===== src/rtl/btn_sw_conditioner.sv =====
`default_nettype none
// ============================================================================
// Module   : btn_sw_conditioner
// Brief    : 2-flop synchronizer and per-bit debouncer for push-buttons and
//            slide switches, with registered press/release/change pulses.
// Revision : 1.0 - initial release
// ============================================================================
module btn_sw_conditioner #(
    parameter int NB_BTN         = 4,
    parameter int NB_SW          = 4,
    parameter int NB_DEBOUNCE    = 20,
    parameter int DEBOUNCE_COUNT = 1000000
) (
    input  logic              clock,
    input  logic              reset,
    input  logic [NB_BTN-1:0] i_btn,
    input  logic [NB_SW-1:0]  i_sw,
    output logic [NB_BTN-1:0] o_btn_level,
    output logic [NB_BTN-1:0] o_btn_press,
    output logic [NB_BTN-1:0] o_btn_release,
    output logic [NB_SW-1:0]  o_sw_level,
    output logic [NB_SW-1:0]  o_sw_change
);

    localparam int                     c_nb_all   = NB_BTN + NB_SW;
    localparam logic [NB_DEBOUNCE-1:0] c_cnt_last = NB_DEBOUNCE'(DEBOUNCE_COUNT - 1);

    logic [c_nb_all-1:0] w_raw;

    // Buttons occupy the low bits, switches the high bits.
    assign w_raw = {i_sw, i_btn};

    genvar gi;
    generate
        for (gi = 0; gi < c_nb_all; gi++) begin : g_bit
            logic                   r_s1;
            logic                   r_s2;
            logic                   r_stable;
            logic [NB_DEBOUNCE-1:0] r_cnt;
            logic                   w_differ;
            logic                   w_accept;

            assign w_differ = r_s2 ^ r_stable;
            assign w_accept = w_differ && (r_cnt == c_cnt_last);

            always_ff @(posedge clock) begin
                if (reset) begin
                    r_s1     <= 1'b0;
                    r_s2     <= 1'b0;
                    r_stable <= 1'b0;
                    r_cnt    <= '0;
                end else begin
                    r_s1 <= w_raw[gi];
                    r_s2 <= r_s1;
                    // Any return to the stable value restarts the count.
                    if (!w_differ || w_accept) begin
                        r_cnt <= '0;
                    end else begin
                        r_cnt <= r_cnt + 1'b1;
                    end
                    if (w_accept) begin
                        r_stable <= r_s2;
                    end
                end
            end

            if (gi < NB_BTN) begin : g_btn_evt
                logic r_press;
                logic r_release;

                always_ff @(posedge clock) begin
                    if (reset) begin
                        r_press   <= 1'b0;
                        r_release <= 1'b0;
                    end else begin
                        r_press   <= w_accept & r_s2;
                        r_release <= w_accept & ~r_s2;
                    end
                end

                assign o_btn_level[gi]   = r_stable;
                assign o_btn_press[gi]   = r_press;
                assign o_btn_release[gi] = r_release;
            end else begin : g_sw_evt
                logic r_change;

                always_ff @(posedge clock) begin
                    if (reset) begin
                        r_change <= 1'b0;
                    end else begin
                        r_change <= w_accept;
                    end
                end

                assign o_sw_level[gi-NB_BTN]  = r_stable;
                assign o_sw_change[gi-NB_BTN] = r_change;
            end
        end
    endgenerate

endmodule
`default_nettype wire


===== config.mk =====
export PLATFORM = sky130hd
export DESIGN_NAME = btn_sw_conditioner
export DESIGN_NICKNAME = d
export VERILOG_FILES = /design/src/rtl/btn_sw_conditioner.sv
export SDC_FILE = /design/constraint.sdc
export NUM_CORES = 1
export LEC_CHECK = 0
export ABC_AREA = 1
export ABC_CLOCK_PERIOD_IN_PS = 2400
export CORE_MARGIN = 1.5
export CORE_UTILIZATION = 66
export DETAILED_ROUTE_END_ITERATION = 7
export DONT_BUFFER_PORTS = 1
export GPL_TIMING_DRIVEN = 0
export PLACE_DENSITY = 0.82
export SETUP_SLACK_MARGIN = 0.2
export SKIP_CTS_REPAIR_TIMING = 1
export SLEW_MARGIN = 20
export SYNTH_ARGS = -nofsm -noshare
export SYNTH_HDL_FRONTEND = slang
export SYNTH_SLANG_ARGS = --single-unit

===== constraint.sdc =====
create_clock -name clock -period 2.4 [get_ports clock]
set_clock_uncertainty 0.05 [all_clocks]
set_input_delay 0.72 -clock clock [delete_from_list [all_inputs] [get_ports clock]]
set_output_delay 0.72 -clock clock [all_outputs]
set_load 0.03 [all_outputs]

==> results.json <==
{
  "outcome": "completed",
  "cts.path.max_buffers": 2,
  "grt_pass1_wl_microns": 31750,
  "crit_path_start_kind": "flip-flop",
  "insertion_delay_ps": 440,
  "max-slew-margin-rel": 0.6168,
  "critPathBufInv": 1,
  "path_cells": "buf_4",
  "ant_nets": 0,
  "place_area_sq_um": 9821,
  "timing.hold.ws_ps": 327.4,
  "num_vias": 8290,
  "fin_setup_tns_ps": 0,
  "critPathSlowestCell": "dfxtp_1",
  "routedWlPerCell_microns": 11.55,
  "synth_common_cells": "nand2_1 (349), nor2_1 (347), dfxtp_1 (196)",
  "synthesis.area_sq_um": 9595,
  "fin_crit_sh": 0.7581,
  "die_area_sq_um": 15270,
  "endpoint_kind": "output pin",
  "pin_count": 30,
  "synth_fp_nets": 1427,
  "yosysWarnings": 0,
  "synth-seq-cells": 196,
  "ys.flop_type": "dfxtp_1",
  "synth-edff-count": 0,
  "dr_wl_met2_microns": 8805,
  "synth.area.top_cells": "dfxtp_1 (41%), nand2_1 (14%), nor2_1 (14%)",
  "area_growth_pct": 8.906,
  "crit_required_ps": 1630,
  "nets": 1446,
  "antenna_found_initial": 0,
  "rows": 43,
  "syn_avg_cell_area_sq_um": 6.810,
  "final-setup-viol-count": 0,
  "ir_worst_vdd_uv": 765.9,
  "top_layer": "met4",
  "yosys.area.top_type": "dfxtp_1",
  "hpwlAfterDp_microns": 13510,
  "clock.fmax_mhz": 549.6,
  "fin_total_pwr_uw": 6328,
  "clockRootBuffer": "clkbuf_16",
  "critPathKind": "reg -> out",
  "postLayoutCoreUtil": 0.7442,
  "wl_microns": 18730,
  "port-buffer-count": 0,
  "drt-pass1-iter-count": 5,
  "die_y_microns": 123.6,
  "n_antenna_cell": 0,
  "synth_top_area_share": 0.4089,
  "gp_congestion": 0.9214,
  "max_stage_delay_ps": 410,
  "synth-async-reset-ratio": 0,
  "report.final.hold_viol_count": 0,
  "cts_tree": "done",
  "seq_area_frac_synth": 0.4089,
  "numCtsBuffers": 17,
  "fin_crit_ps": 1819,
  "synth_most_common_cell": "nand2_1",
  "crit_fanout": 3,
  "rsz0062_at_grt": "no",
  "design_area_sq_um": 10450,
  "gr-total-overflow": 0,
  "drv_slew": 0,
  "cp_data_arrival_time_ps": 1050,
  "grt_usage": 0.2600,
  "hp-class": "in -> reg",
  "start_util": 0.6833,
  "drcViolationCount": 0,
  "first_iter_violations": 554,
  "p_leak_uw": 0.003422,
  "syn_inst": 1409,
  "avgViaCountPerCell": 5.114,
  "grt_pass1_vias": 7272,
  "dr_wl_met3_microns": 752,
  "core_sq_um": 14040,
  "h-tree-depth": 4,
  "tightest_slew_ps": 574.8,
  "fp.dieW_microns": 123.6,
  "drive_gt1_frac": 0.07911,
  "clk_pin_slew_worst_paths_ps": 70,
  "cap_viol_max_count": 0,
  "ys_types": 30,
  "m1WireLength_microns": 8786,
  "numClockSinks": 196,
  "grt_max_degree": 17,
  "critPathTopFamily": "flip-flops",
  "power_density_nw_per_um2": 605.5
}
==> per-stage QoR <==
stage               setup WS, ps  cells
floorplan                  841.1   1409
global placement           481.6   1589
detailed placement         459.9   1589
CTS                        579.7   1621
global route               540.1   1621
finish                     580.5   1621
==> final cells by class <==
type                       count  area (sq um)
fill                        1161          3592
buffer                        36         269.0
clock inverter                11         148.9
multi-input combinational   1030          4851
clock buffer                  21         480.5
sequential                   196          3924
tap                          180         225.2
inverter                     147         551.8
==> path summary, 6_finish.rpt <==
kind                     start                 to  slack, ps  depth (start not counted)
max reg2reg  g_bit[5].r_cnt[0]  g_bit[5].r_cnt[0]        700                          7
max          g_bit[2].r_stable     o_btn_level[2]        580                          1
min reg2reg      g_bit[5].r_s1      g_bit[5].r_s2        360                          2
min                    i_sw[1]      g_bit[5].r_s1        330                          2
==> cell usage in the layout, fill, tap and decap left out <==
cell type	count
nand3b_1	8
clkinv_1	1
inv_2	3
nand3_1	79
clkinv_4	2
buf_4	29
nand3_2	9
dfxtp_1	196
inv_6	1
xnor2_1	36
nor3_1	15
or2_0	7
clkbuf_8	4
nor2_4	8
or2_2	5
clkbuf_16	17
nand2_2	6
nor2_2	13
nand4_1	21
nor3b_1	3
bufinv_16	3
buf_6	3
nor2_1	347
inv_1	143
ha_1	8
clkinvlp_4	3
xor2_1	37
a21oi_1	59
nor3_2	1
o21bai_1	8
or2_1	1
buf_2	2
buf_1	2
nand2_4	3
o21ai_0	7
clkinv_2	2
nand2_1	349
==> power by group <==
part / switching (uW) / leakage [uW] / internal (uW)
sequential: 10.9 / 0.00158 / 3270
combinational: 55.3 / 0.00154 / 23.0
clock: 1220 / 0.000302 / 1750
==> routing by layer <==
layer / GRT usage / vias up
met5: 0 / -
li1: - / 4378
met2: 0.4427 / 157
met1: 0.3297 / 3724
met4: 0.08980 / 0
met3: 0.05174 / 31
==> sequential cells by signal, indices dropped and copies added (netlist names) <==
name	cells
g_bit.r_stable	8
g_bit.r_s1	8
g_bit.g_btn_evt.r_release	4
g_bit.g_sw_evt.r_change	4
g_bit.g_btn_evt.r_press	4
g_bit.r_cnt	160
g_bit.r_s2	8
==> kinds of logic after synthesis <==
group	share of synthesized area
flops	0.4089
buf+inv	0.08554
compound gates	0.04068
simple gates	0.3878
fa+ha+maj	0.01043
xor+xnor	0.06663
Note: power is estimated with default switching activity, not from simulation.
